**src/rtl/demm_pkg.sv**
```systemverilog
// Shared types and helpers for the DEMM tile read-request scheduler.
package demm_pkg;

    typedef enum logic [2:0] {
        IDLE,
        ISSUE_B,
        ISSUE_A,
        DRAIN,
        DONE
    } demm_state_t;

    // Field widths match the default controller configuration.
    localparam int REQ_ADDR_W  = 64;
    localparam int REQ_BYTES_W = 13;
    localparam int REQ_LANE_W  = 2;

    typedef struct packed {
        logic [REQ_ADDR_W-1:0]  addr;
        logic [REQ_BYTES_W-1:0] bytes;
        logic [REQ_LANE_W-1:0]  lane;
        logic                   is_b;
    } demm_req_t;

    // Bytes from addr up to the next burst-aligned boundary; burst is a power of 2.
    function automatic logic [31:0] burst_room(input logic [63:0] addr, input int unsigned burst);
        logic [63:0] mask;
        mask = 64'(burst) - 64'd1;
        return 32'(64'(burst) - (addr & mask));
    endfunction

endpackage

```
**src/rtl/demm_burst_splitter.sv**
```systemverilog
// Walks one contiguous byte region as bursts that never cross a MAX_BURST_BYTES boundary.
module demm_burst_splitter
    import demm_pkg::*;
#(
    parameter int ADDR_W          = 64,
    parameter int LEN_W           = 33,
    parameter int MAX_BURST_BYTES = 4096,
    parameter int BYTES_W         = 13
) (
    input  logic               clk,
    input  logic               rstn,
    input  logic               load,
    input  logic [ADDR_W-1:0]  base,
    input  logic [LEN_W-1:0]   len,
    input  logic               adv,
    output logic [ADDR_W-1:0]  chunk_addr,
    output logic [BYTES_W-1:0] chunk_bytes,
    output logic               last,
    output logic               avail
);

    localparam int CMP_W = (LEN_W > 32) ? LEN_W : 32;

    logic [ADDR_W-1:0] cur_addr;
    logic [ADDR_W-1:0] eff_addr;
    logic [LEN_W-1:0]  remaining;
    logic [LEN_W-1:0]  eff_rem;
    logic [CMP_W-1:0]  room;
    logic [CMP_W-1:0]  rem_w;
    logic [CMP_W-1:0]  chunk;

    // A load presents the new region in the same cycle so rows follow back to back.
    always_comb begin
        eff_addr    = load ? base : cur_addr;
        eff_rem     = load ? len  : remaining;
        room        = CMP_W'(burst_room(64'(eff_addr), MAX_BURST_BYTES));
        rem_w       = CMP_W'(eff_rem);
        chunk       = (rem_w < room) ? rem_w : room;
        last        = (rem_w <= room);
        chunk_addr  = eff_addr;
        chunk_bytes = BYTES_W'(chunk);
        avail       = load || (remaining != '0);
    end

    always_ff @(posedge clk) begin
        if (!rstn) begin
            remaining <= '0;
        end else if (load || adv) begin
            remaining <= eff_rem - (adv ? LEN_W'(chunk) : '0);
        end
    end

    always_ff @(posedge clk) begin
        if (load || adv) begin
            cur_addr <= eff_addr + (adv ? ADDR_W'(chunk) : '0);
        end
    end

endmodule

```
**src/rtl/demm_tile_issue_ctrl.sv**
```systemverilog
// DEMM read-request scheduler: streams B once, then each A row round-robin over lanes,
// split at burst boundaries and throttled by an outstanding-request credit counter.
module demm_tile_issue_ctrl
    import demm_pkg::*;
#(
    parameter int LANES           = 4,
    parameter int ADDR_W          = 64,
    parameter int DIM_W           = 16,
    parameter int ELEM_BYTES      = 2,
    parameter int MAX_BURST_BYTES = 4096,
    parameter int MAX_OUTSTANDING = 8
) (
    input  logic                                 clk,
    input  logic                                 rstn,
    input  logic                                 start,
    input  logic [DIM_W-1:0]                     m_num,
    input  logic [DIM_W-1:0]                     n_num,
    input  logic [DIM_W-1:0]                     k_num,
    input  logic [ADDR_W-1:0]                    a_base,
    input  logic [ADDR_W-1:0]                    b_base,
    output logic                                 busy,
    output logic                                 done,
    output logic                                 error,
    output logic                                 req_valid,
    input  logic                                 req_ready,
    output logic [ADDR_W-1:0]                    req_addr,
    output logic [$clog2(MAX_BURST_BYTES):0]     req_bytes,
    output logic [(LANES > 1 ? $clog2(LANES) : 1)-1:0] req_lane,
    output logic                                 req_is_b,
    input  logic                                 cpl_valid
);

    localparam int BYTES_W = $clog2(MAX_BURST_BYTES) + 1;
    localparam int LANE_W  = (LANES > 1) ? $clog2(LANES) : 1;
    localparam int ELEM_SH = $clog2(ELEM_BYTES);
    localparam int LEN_W   = 2 * DIM_W + ELEM_SH;
    localparam int CNT_W   = $clog2(MAX_OUTSTANDING + 1);

    demm_state_t state, state_nxt;

    logic [DIM_W-1:0]   cfg_m, cfg_n, cfg_k;
    logic [ADDR_W-1:0]  cfg_b, row_addr;
    logic [DIM_W-1:0]   row_cnt;
    logic [LANE_W-1:0]  lane_cnt;
    logic               need_load;
    logic [CNT_W-1:0]   cnt, cnt_nxt;
    logic               vld;
    demm_req_t          req_q, req_d;

    logic               start_acc, zero_dim, hs, cpl_eff, spurious, issuing, last_row;
    logic               sp_load, sp_avail, sp_last, cap;
    logic [LEN_W-1:0]   b_len, row_len, sp_len;
    logic [ADDR_W-1:0]  sp_base, sp_addr;
    logic [BYTES_W-1:0] sp_bytes;

    always_comb begin
        start_acc = start && ((state == IDLE) || (state == DONE));
        zero_dim  = (m_num == '0) || (n_num == '0) || (k_num == '0);
        hs        = vld && req_ready;
        cpl_eff   = cpl_valid && (cnt != '0);
        spurious  = cpl_valid && (cnt == '0);
        cnt_nxt   = cnt + CNT_W'(hs) - CNT_W'(cpl_eff);
        issuing   = (state == ISSUE_B) || (state == ISSUE_A);
        last_row  = (row_cnt == cfg_m - DIM_W'(1));
        sp_load   = issuing && need_load;
        // A new request is captured only if the credit count after this edge leaves room.
        cap       = issuing && sp_avail && (!vld || hs) && (cnt_nxt != CNT_W'(MAX_OUTSTANDING));
        b_len     = (LEN_W'(cfg_k) * LEN_W'(cfg_n)) << ELEM_SH;
        row_len   = LEN_W'(cfg_k) << ELEM_SH;
        sp_base   = (state == ISSUE_B) ? cfg_b : row_addr;
        sp_len    = (state == ISSUE_B) ? b_len : row_len;
    end

    demm_burst_splitter #(
        .ADDR_W          (ADDR_W),
        .LEN_W           (LEN_W),
        .MAX_BURST_BYTES (MAX_BURST_BYTES),
        .BYTES_W         (BYTES_W)
    ) u_splitter (
        .clk         (clk),
        .rstn        (rstn),
        .load        (sp_load),
        .base        (sp_base),
        .len         (sp_len),
        .adv         (cap),
        .chunk_addr  (sp_addr),
        .chunk_bytes (sp_bytes),
        .last        (sp_last),
        .avail       (sp_avail)
    );

    always_ff @(posedge clk) begin
        if (!rstn) state <= IDLE;
        else       state <= state_nxt;
    end

    always_comb begin
        state_nxt = state;
        busy      = 1'b0;
        done      = 1'b0;
        case (state)
            IDLE: begin
                if (start_acc) state_nxt = zero_dim ? DONE : ISSUE_B;
            end
            ISSUE_B: begin
                busy = 1'b1;
                if (cap && sp_last) state_nxt = ISSUE_A;
            end
            ISSUE_A: begin
                busy = 1'b1;
                if (cap && sp_last && last_row) state_nxt = DRAIN;
            end
            DRAIN: begin
                busy = 1'b1;
                if ((cnt == '0) && !vld) state_nxt = DONE;
            end
            DONE: begin
                done = 1'b1;
                if (start_acc) state_nxt = zero_dim ? DONE : ISSUE_B;
                else           state_nxt = IDLE;
            end
            default: state_nxt = IDLE;
        endcase
    end

    always_ff @(posedge clk) begin
        if (!rstn) begin
            cnt       <= '0;
            vld       <= 1'b0;
            error     <= 1'b0;
            need_load <= 1'b0;
            row_cnt   <= '0;
            lane_cnt  <= '0;
        end else begin
            cnt <= cnt_nxt;
            if (cap)     vld <= 1'b1;
            else if (hs) vld <= 1'b0;
            if (start_acc)     error <= zero_dim || spurious;
            else if (spurious) error <= 1'b1;
            if (start_acc) begin
                need_load <= !zero_dim;
                row_cnt   <= '0;
                lane_cnt  <= '0;
            end else begin
                if (sp_load) need_load <= 1'b0;
                if (cap && sp_last) begin
                    if (state == ISSUE_B) begin
                        need_load <= 1'b1;
                    end else if (!last_row) begin
                        need_load <= 1'b1;
                        row_cnt   <= row_cnt + DIM_W'(1);
                        lane_cnt  <= (lane_cnt == LANE_W'(LANES - 1)) ? '0 : lane_cnt + LANE_W'(1);
                    end
                end
            end
        end
    end

    always_comb begin
        req_d.addr  = REQ_ADDR_W'(sp_addr);
        req_d.bytes = REQ_BYTES_W'(sp_bytes);
        req_d.lane  = (state == ISSUE_B) ? '0 : REQ_LANE_W'(lane_cnt);
        req_d.is_b  = (state == ISSUE_B);
    end

    always_ff @(posedge clk) begin
        if (start_acc) begin
            cfg_m    <= m_num;
            cfg_n    <= n_num;
            cfg_k    <= k_num;
            cfg_b    <= b_base;
            row_addr <= a_base;
        end else if (cap && sp_last && (state == ISSUE_A)) begin
            row_addr <= row_addr + ADDR_W'(row_len);
        end
        if (cap) req_q <= req_d;
    end

    always_comb begin
        req_valid = vld;
        req_addr  = ADDR_W'(req_q.addr);
        req_bytes = BYTES_W'(req_q.bytes);
        req_lane  = LANE_W'(req_q.lane);
        req_is_b  = req_q.is_b;
    end

endmodule

```
**config.mk**
```make
export PLATFORM = sky130hd
export DESIGN_NAME = demm_tile_issue_ctrl
export DESIGN_NICKNAME = d
export VERILOG_FILES = /design/src/rtl/demm_pkg.sv /design/src/rtl/demm_burst_splitter.sv /design/src/rtl/demm_tile_issue_ctrl.sv
export SDC_FILE = /design/constraint.sdc
export NUM_CORES = 1
export LEC_CHECK = 0
export CORE_ASPECT_RATIO = 2
export CORE_UTILIZATION = 40
export CTS_CLUSTER_SIZE = 30
export DETAILED_ROUTE_END_ITERATION = 10
export HOLD_SLACK_MARGIN = 0.15
export PLACE_DENSITY_LB_ADDON = 0.08
export SLEW_MARGIN = 15
export SYNTH_ARGS = -nofsm -noshare
export SYNTH_HDL_FRONTEND = slang
export SYNTH_SLANG_ARGS = --single-unit
```
**constraint.sdc**
```tcl
create_clock -name clk -period 12.35 [get_ports clk]
set_input_delay 2.47 -clock clk [delete_from_list [all_inputs] [get_ports clk]]
set_output_delay 2.47 -clock clk [all_outputs]
set_load 0.01 [all_outputs]
```
* After elaboration in Yosys (flattened, before gate mapping)
Cells that the tools add are included.
Cells by class: add/sub/neg operators 9, multiply operators 1, magnitude comparators 2, equality and inequality tests 11, muxes and demuxes 28, bitwise gates (word level) 3, reduce and logical (&&, ||, !) cells 36
Operators with widths (number):
- $mux W64 | 4
- $mux W33 | 5
- $add A64 B17 Y64 | 1
- $add A64 B64 Y64 | 1
- $logic_not A16 Y1 | 3
- $le A33 B32 Y1 | 1
- $lt A33 B32 Y1 | 1
- $reduce_bool A33 Y1 | 1
- $sub A33 B33 Y33 | 1
- $mul A16 B16 Y32 | 1
- $mux W3 | 6
- $add A16 B1 Y16 const B | 1
- $eq A16 B16 Y1 | 1
- $sub A16 B1 Y16 const B | 1
- $pmux W3 S5 | 1
- $sub A13 B12 Y14 const A | 1
- $logic_and A1 B1 Y1 | 12
- $mux W1 | 11
- $logic_or A1 B1 Y1 | 8
- $eq A3 B2 Y1 const B | 2
- $reduce_bool A2 Y1 | 3
- $add A4 B1 Y4 | 1
- $logic_not A4 Y1 | 1
- $ne A2 B1 Y1 const B | 2
- 16 further kinds | 20
Word-level totals: bits in registers 381, output and inout bits 84, word-level logic and storage cells 108

* Longest topological paths before layout
Gate-level depths: netlist of run 1.
word-level depth 11, gate-level depth with buffers 47

* By module
Synthesis of run 1 repeated with hierarchy kept, for this count alone.
Unflattened totals: cells, all modules 3240, area total of the unflattened synthesis 31228.7 um^2
Modules (own cells, without submodules):
- demm_tile_issue_ctrl | times used 1, cells an instance 2174, area an instance 21675.8 um^2, seq. area each 8247.9 um^2
- demm_burst_splitter | times used 1, cells an instance 1066, area an instance 9552.9 um^2, seq. area each 2582.5 um^2

* Least setup slack after synthesis of run 1
No wires, ideal clock.
kind reg2reg, from register cfg_k[5], to register row_addr[10], enable pin, data arrival time 11428 ps, required time 11779 ps, path slack 351 ps, stages on the path, launching flop included 27, buffers on the path 1, period minus slack after synthesis 11999 ps, cell sequence edfxtp_1 > clkbuf_1 > nand2_1 > fa_1 > inv_1 > fa_1 > inv_1 > fa_1 > inv_1 > fa_1 > fa_1 > inv_1 > fa_1 > inv_1 > ha_1 > and2_1 > nor2b_1 > and2_1 > a211oi_2 > o211ai_1 > a32o_1 > nand4bb_1 > or4_4 > nor4_4 > nand3b_2 > or3_4 > o21ai_0
Between the ends: word-level cells in the longest chain between the ends 7
Ends and longest elaborated chain:
- start, declared | line demm_tile_issue_ctrl.sv:41 | logic [DIM_W-1:0] cfg_m, cfg_n, cfg_k;
- start signal, assigned | line demm_tile_issue_ctrl.sv:170 | cfg_k <= k_num;
- $mul A16 B16 Y32 | line demm_tile_issue_ctrl.sv:68 | b_len = (LEN_W'(cfg_k) * LEN_W'(cfg_n)) << ELEM_SH;
- $mux W33 (*) | line demm_tile_issue_ctrl.sv:71 | sp_len = (state == ISSUE_B) ? b_len : row_len;
- $mux W33 (*) | line demm_burst_splitter.sv:35 | eff_rem = load ? len : remaining;
- $le A33 B32 Y1 (*) | line demm_burst_splitter.sv:39 | last = (rem_w <= room);
- $logic_and A1 B1 Y1 (*) (2 in a row) | line demm_tile_issue_ctrl.sv:173 | end else if (cap && sp_last && (state == ISSUE_A)) begin
- $reduce_bool A2 Y1 (no source line) (*)
- end signal, assigned | line demm_tile_issue_ctrl.sv:172 | row_addr <= a_base;
- end signal, assigned | line demm_tile_issue_ctrl.sv:174 | row_addr <= row_addr + ADDR_W'(row_len);
- end, declared | line demm_tile_issue_ctrl.sv:42 | logic [ADDR_W-1:0] cfg_b, row_addr;
Mark *: on every way between the ends. The rest lies on a longest branch, timed or not. A chain may end at the register's enable or synchronous reset.

==> metrics.yaml, run 1 <==
timing:
  fin_setup_tns_ps: 0
  fin_skew_ps: 51.0
  tightestPinTransition_ps: 1130
  setup_viol: 0
  slew_headroom_pct: 24.1
  fmax_ghz: 0.0841
  rsz0062_at_grt: "no"
  min_period_over_period_pct: 96.3
  hold_viol_final: 0
  finalCriticalPeriod_ps: 11890
  final_max_slew_viol_count: 0
setup_path:
  rr_startpoint: "cfg_k[6]$_DFFE_PP_"
  cp-start-kind: "flop"
  slowest_stage: "edfxtp_1"
  path_common_cell: "fa_1"
  crit_fanout: 13
  crit_start: "cfg_k[6]$_DFFE_PP_"
  critPathRequiredTime_ps: 12680
  cp_slowest_stage_delay_ps: 850
  crit_type: "flop to flop"
  cp-end-kind: "flop"
  worst_ep_arrival_time_ps: 12220
grt:
  antenna_found_initial: 7
  grt_pass1_wl_um: 155000
  grt_usage_pct: 27.0
  overflow: 0
  first_global_vias: 26100
  grt_max_degree: 80
cts:
  clkLatencyLatePin_ps: 600
  cts_root_buf: "clkbuf_16"
  cts.sink_count: 381
  htreeDepth: 2
  clk_pin_slew_ps: 70
  cts_tree: "yes"
  numCtsBuffers: 39
  clk_path_buf_depth: 3
floorplanning:
  die_area_sq_um: 76300
  rows: 141
  start_util_pct: 40.5
  core_area_sq_um: 74100
  die_w_um: 196
  die_y_um: 390
  io_pins: 265
detailed_routing:
  wl_per_cell_um: 23.2
  via_per_inst: 5.53
  vias: 24400
  drt-total-wl_um: 102000
  ant_nets: 0
  drt_first_pass_iters: 5
  drtIter0Drc: 1394
  drc: 0
final_layout:
  drive_above_1_share_pct: 5.12
  fillers: 7160
  area_growth_pct: 18.0
  fin_nets: 4030
logic_synthesis:
  netlist.top_cell.by_area: "edfxtp_1"
  syn_area_per_cell_sq_um: 9.50
  synth_cell_type_count: 89
  synth_edf_count: 320
  ys_warn_count: 0
  yosysSeqAreaShare_pct: 36.0
  yosysTopAreaCellShare_pct: 32.0
  synth-seq-cells: 381
  synth_area_sq_um: 30000
  synth_cells: 3161
  ys_async_sr_fraction_pct: 0
  synth.area.top_cells: "edfxtp_1 (32%), fa_1 (13%), ha_1 (8.6%), nand2_1 (6.5%), dfxtp_1 (4.1%)"
  yosys_most_used_dff: "edfxtp_1"
place:
  numPortBuffers: 264
  routabilityCongestion: 0.914
  dp_hpwl_um: 79100
hold_path:
  min-delay-start: "u_splitter.remaining[30]$_SDFFE_PN0P_"
  min_path_type: "flop to flop"
flow_run:
  drv_cap: 0
outcome:
  status: "finished clean"
==> layer usage <==
layer	GRT usage [%]	vias up	share of wire, %
met1	27.8	12000	35
li1	-	11300	-
met5	0	-	0.081
met2	51.9	771	54
met4	15.0	12	5.8
met3	3.82	238	4.9
==> logic make-up after synthesis <==
kind of cell | share of synthesized area (%)
AOI/OAI and AO/OA | 11.4
buffers and inverters | 5.42
other | 0.0250
adders and majority gates | 21.8
xor gates and xnor gates | 5.95
DFF | 36.0
muxes | 1.43
and+or+nand+nor | 17.9
==> cell usage in the layout (no fill, tap or decap), types with 52 or more instances in the layout <==
master | netlist | final
edfxtp_1 | 320 | 320
ha_1 | 207 | 207
buf_4 | 2 | 56
o21ai_0 | 118 | 117
a31oi_1 | 54 | 54
nand2_1 | 520 | 519
nor2_1 | 183 | 182
xnor2_1 | 129 | 129
xor2_1 | 75 | 75
fa_1 | 198 | 198
a21o_1 | 52 | 52
inv_1 | 305 | 305
dfxtp_1 | 61 | 61
nand3_1 | 57 | 57
and2_1 | 148 | 147
a21oi_1 | 196 | 196
clkdlybuf4s50_1 | 0 | 264
==> per-stage QoR <==
stage,worst slack (ps),utilization [%],area (sq um),hold WS (ps),std cells
after floorplan,351,-,30200,432,3198
after global placement,253,45.7,33900,457,4311
after detailed placement,213,45.7,33900,465,4311
after CTS,164,47.5,35200,474,4383
after global routing,3.35,47.9,35500,489,4404
final,462,47.9,35500,476,4405
==> cell type report <==
type | instances | area, sq um | share of cell area (%)
antenna | 1 | 2.50 | 0.00706
tap | 929 | 1160 | 3.28
multi-input combinational | 2389 | 17800 | 50.1
sequential | 381 | 10800 | 30.5
timing repair buffer | 324 | 3140 | 8.86
inverter | 309 | 1170 | 3.29
clock buffer | 52 | 1070 | 3.03
clock inverter | 20 | 300 | 0.847
==> Yosys cell counts, drive strengths merged (52+ instances only) <==
cell type / n
xnor2: 129
dfxtp: 61
o21ai: 120
a21oi: 197
nand2: 520
and2: 150
inv: 307
clkbuf: 94
xor2: 75
a21o: 52
a31oi: 54
fa: 198
nor2: 183
edfxtp: 320
ha: 207
nand3: 57
==> final timing paths <==
kind              slack [ps]                               endpoint  depth (start not counted)
setup / recovery         460      u_splitter.cur_addr[42]$_DFFE_PP_                         40
hold reg to reg          480  u_splitter.remaining[30]$_SDFFE_PN0P_                          2
hold / removal           480  u_splitter.remaining[30]$_SDFFE_PN0P_                          2
setup reg to reg         460      u_splitter.cur_addr[42]$_DFFE_PP_                         40
==> sequential cells by signal, summed over array words and instances (netlist names) <==
| register | count |
|---|---|
| state | 3 |
| req_is_b | 1 |
| cfg_m | 16 |
| row_cnt | 16 |
| req_valid | 1 |
| cfg_b | 64 |
| req_addr | 64 |
| cfg_n | 16 |
| need_load | 1 |
| lane_cnt | 2 |
| u_splitter.remaining | 33 |
| cfg_k | 16 |
| cnt | 4 |
| error | 1 |
| req_lane | 2 |
| row_addr | 64 |
| req_bytes | 13 |
| u_splitter.cur_addr | 64 |
==> timing repair <==
item,in CTS,in global routing
buffers inserted,0,21
gates resized for setup,0,4
hold buffers,0,0
endpoints found under the setup margin,0,32
==> worst max-delay path: cells and delay by family (launching register included) <==
family	cells	cell delay, ps
XOR/XNOR	1	150
multiplexers	2	690
adder cells (fa/ha/maj)	8	3840
AND/OR/NAND/NOR	15	2980
buffers and inverters	7	810
AO/OA/AOI/OAI	7	2240
flip-flops	1	850
Power of run 1 is not shown: default switching activity piles up to over one toggle a cycle in this logic, so the estimate is an artifact.
==> run 2: changes to the inputs <==
==> constraint.sdc (replaced) <==
create_clock -name clk -period 14.8 [get_ports clk]
set_input_delay 2.96 -clock clk [delete_from_list [all_inputs] [get_ports clk]]
set_output_delay 2.96 -clock clk [all_outputs]
set_load 0.01 [all_outputs]
==> run 2 against run 1 <==
Clock-buffer cell count decreased by 1. Via count down 0.67%. First-iteration DRC count shrank 11%. Die area stayed put. Global-route usage is 0.16 points higher. Critical path type unchanged. Critical path depth down 2. Final area is 0.84% lower. Clock skew is 10 ps lower. Wire length is 0.83% higher. Non-clock buffer count fell by 28. Sequential cell count unchanged.
==> metrics.yaml, run 2 (synthesis results as in run 1) <==
timing:
  hold_ws_ps: 474  # -2.39 ps
  rsz0062_at_grt: "no"
  fin_setup_tns_ps: 0  # unchanged
  fin_skew_ps: 41.0  # -10.1 ps
  tightestPinTransition_ps: 1310  # +187 ps
  hold_viol_final: 0  # unchanged
  finalCriticalPeriod_ps: 12800  # +914 ps
  slew_headroom_pct: 11.6  # -13 points
  final_max_slew_viol_count: 0  # unchanged
  fin_ws_ps: 2000  # +1540 ps
  min_period_over_period_pct: 86.5  # -9.8 points
  setup_viol: 0  # unchanged
  fmax_ghz: 0.0781  # -7.1%
cts:
  htreeDepth: 2  # unchanged
  cts_tree: "yes"
  ctsHoldBuffers: 0  # unchanged
  cts_root_buf: "clkbuf_16"
  clk_path_buf_depth: 3  # unchanged
  cts.sink_count: 381  # unchanged
  cts-resized-gates: 0  # unchanged
  cts_setup_buffers: 0  # unchanged
  clk_pin_slew_ps: 70  # about the same
  clkLatencyLatePin_ps: 620  # +20 ps
  numCtsBuffers: 41  # +5.1%
final_layout:
  layout_commonest_cell: "nand2_1"
  drive_above_1_share_pct: 4.20  # -0.92 points
  fillers: 7196  # +0.50%
  stdcell_count: 4381  # -0.54%
  area_growth_pct: 17.0
  regArea_sq_um: 10800  # unchanged
  multi_input_area_sq_um: 17800  # -0.11%
  fin_nets: 4004  # -0.65%
  most-common-layout-cells: "nand2_1 (519), edfxtp_1 (320), inv_1 (305), clkdlybuf4s50_1 (264), ha_1 (207)"
floorplanning:
  die_y_um: 390  # unchanged
  core_area_sq_um: 74100  # unchanged
  io_pins: 265  # unchanged
  die_area_sq_um: 76300  # unchanged
  die_w_um: 196  # unchanged
  rows: 141  # unchanged
  start_util_pct: 40.5  # unchanged
grt:
  antenna_found_initial: 7  # unchanged
  grt_max_degree: 91  # +14%
  grt_pass1_wl_um: 155000  # about the same
  first_global_vias: 26100  # +0.031%
  grt_usage_pct: 27.2  # +0.16 points
  overflow: 0  # unchanged
place:
  dp_hpwl_um: 79900  # +1.0%
  routabilityCongestion: 0.911  # -0.23%
  place_ws_ps: 2020  # +1810 ps
  placedCellCount: 4304  # -0.16%
  numPortBuffers: 264  # unchanged
setup_path:
  path_common_cell: "fa_1"
  worst_ep_arrival_time_ps: 13160  # +940 ps
  cp-end-kind: "flop"
  critPathRequiredTime_ps: 15150  # +2470 ps
  cp-start-kind: "flop"
  slowest_stage: "edfxtp_1"
  cp_slowest_stage_delay_ps: 1190  # +340 ps
  crit_type: "flop to flop"
  crit_fanout: 18  # +5
detailed_routing:
  drc: 0  # unchanged
  drt_first_pass_iters: 5  # unchanged
  via_per_inst: 5.52  # -0.12%
  wl_per_cell_um: 23.5  # +1.4%
  drt-total-wl_um: 103000  # +0.83%
  drtIter0Drc: 1246  # -11%
  vias: 24200  # -0.67%
  ant_nets: 0  # unchanged
flow_run:
  drv_cap: 0  # unchanged
outcome:
  status: "finished clean"
hold_path:
  min_path_type: "flop to flop"
==> run 2: routing by layer <==
metal / vias to the layer above / GRT usage [%] / wire length (um)
met5: - / 0 / 92
met4: 14 / 16.5 / 6910
met3: 254 / 4.34 / 4940
met2: 706 / 51.8 / 55200
met1: 11900 / 27.4 / 35700
li1: 11300 / - / -
==> run 2: path summary, 6_finish.rpt <==
path / startpoint / to / slack (ps) / cells past startpoint
worst max-delay path: cfg_k[8]$_DFFE_PP_ / u_splitter.cur_addr[60]$_DFFE_PP_ / 2000 / 38
worst min-delay path: u_splitter.remaining[2]$_SDFFE_PN0P_ / u_splitter.remaining[2]$_SDFFE_PN0P_ / 470 / 2
worst max register to register: cfg_k[8]$_DFFE_PP_ / u_splitter.cur_addr[60]$_DFFE_PP_ / 2000 / 38
worst min register to register: u_splitter.remaining[2]$_SDFFE_PN0P_ / u_splitter.remaining[2]$_SDFFE_PN0P_ / 470 / 2
==> run 2: area by class of cell <==
class | instances | share of cell area, %
multi-input combinational | 2389 | 50.5
antenna | 1 | 0.00712
tap | 929 | 3.31
clock buffer | 51 | 3.08
inverter | 309 | 3.32
sequential | 381 | 30.8
timing repair buffer | 296 | 8.20
clock inverter | 25 | 0.779
==> run 2: critical path: cells and delay by family, from the launching register on <==
kind            cells  cell delay [ps]
compound gates     11             2810
fa+ha+maj           9             3800
buf+inv             4              350
simple gates       11             3570
xor+xnor            2              400
mux                 1              410
flops               1             1190
==> run 2: per-stage QoR <==
stage | utilization [%] | instance area, sq um
final | 47.5 | 35200
after global routing | 47.5 | 35200
after CTS | 47.5 | 35200
after detailed placement | 45.6 | 33800
after global placement | 45.6 | 33800
after floorplan | - | 30200
Power of run 2 is left out for the same reason.
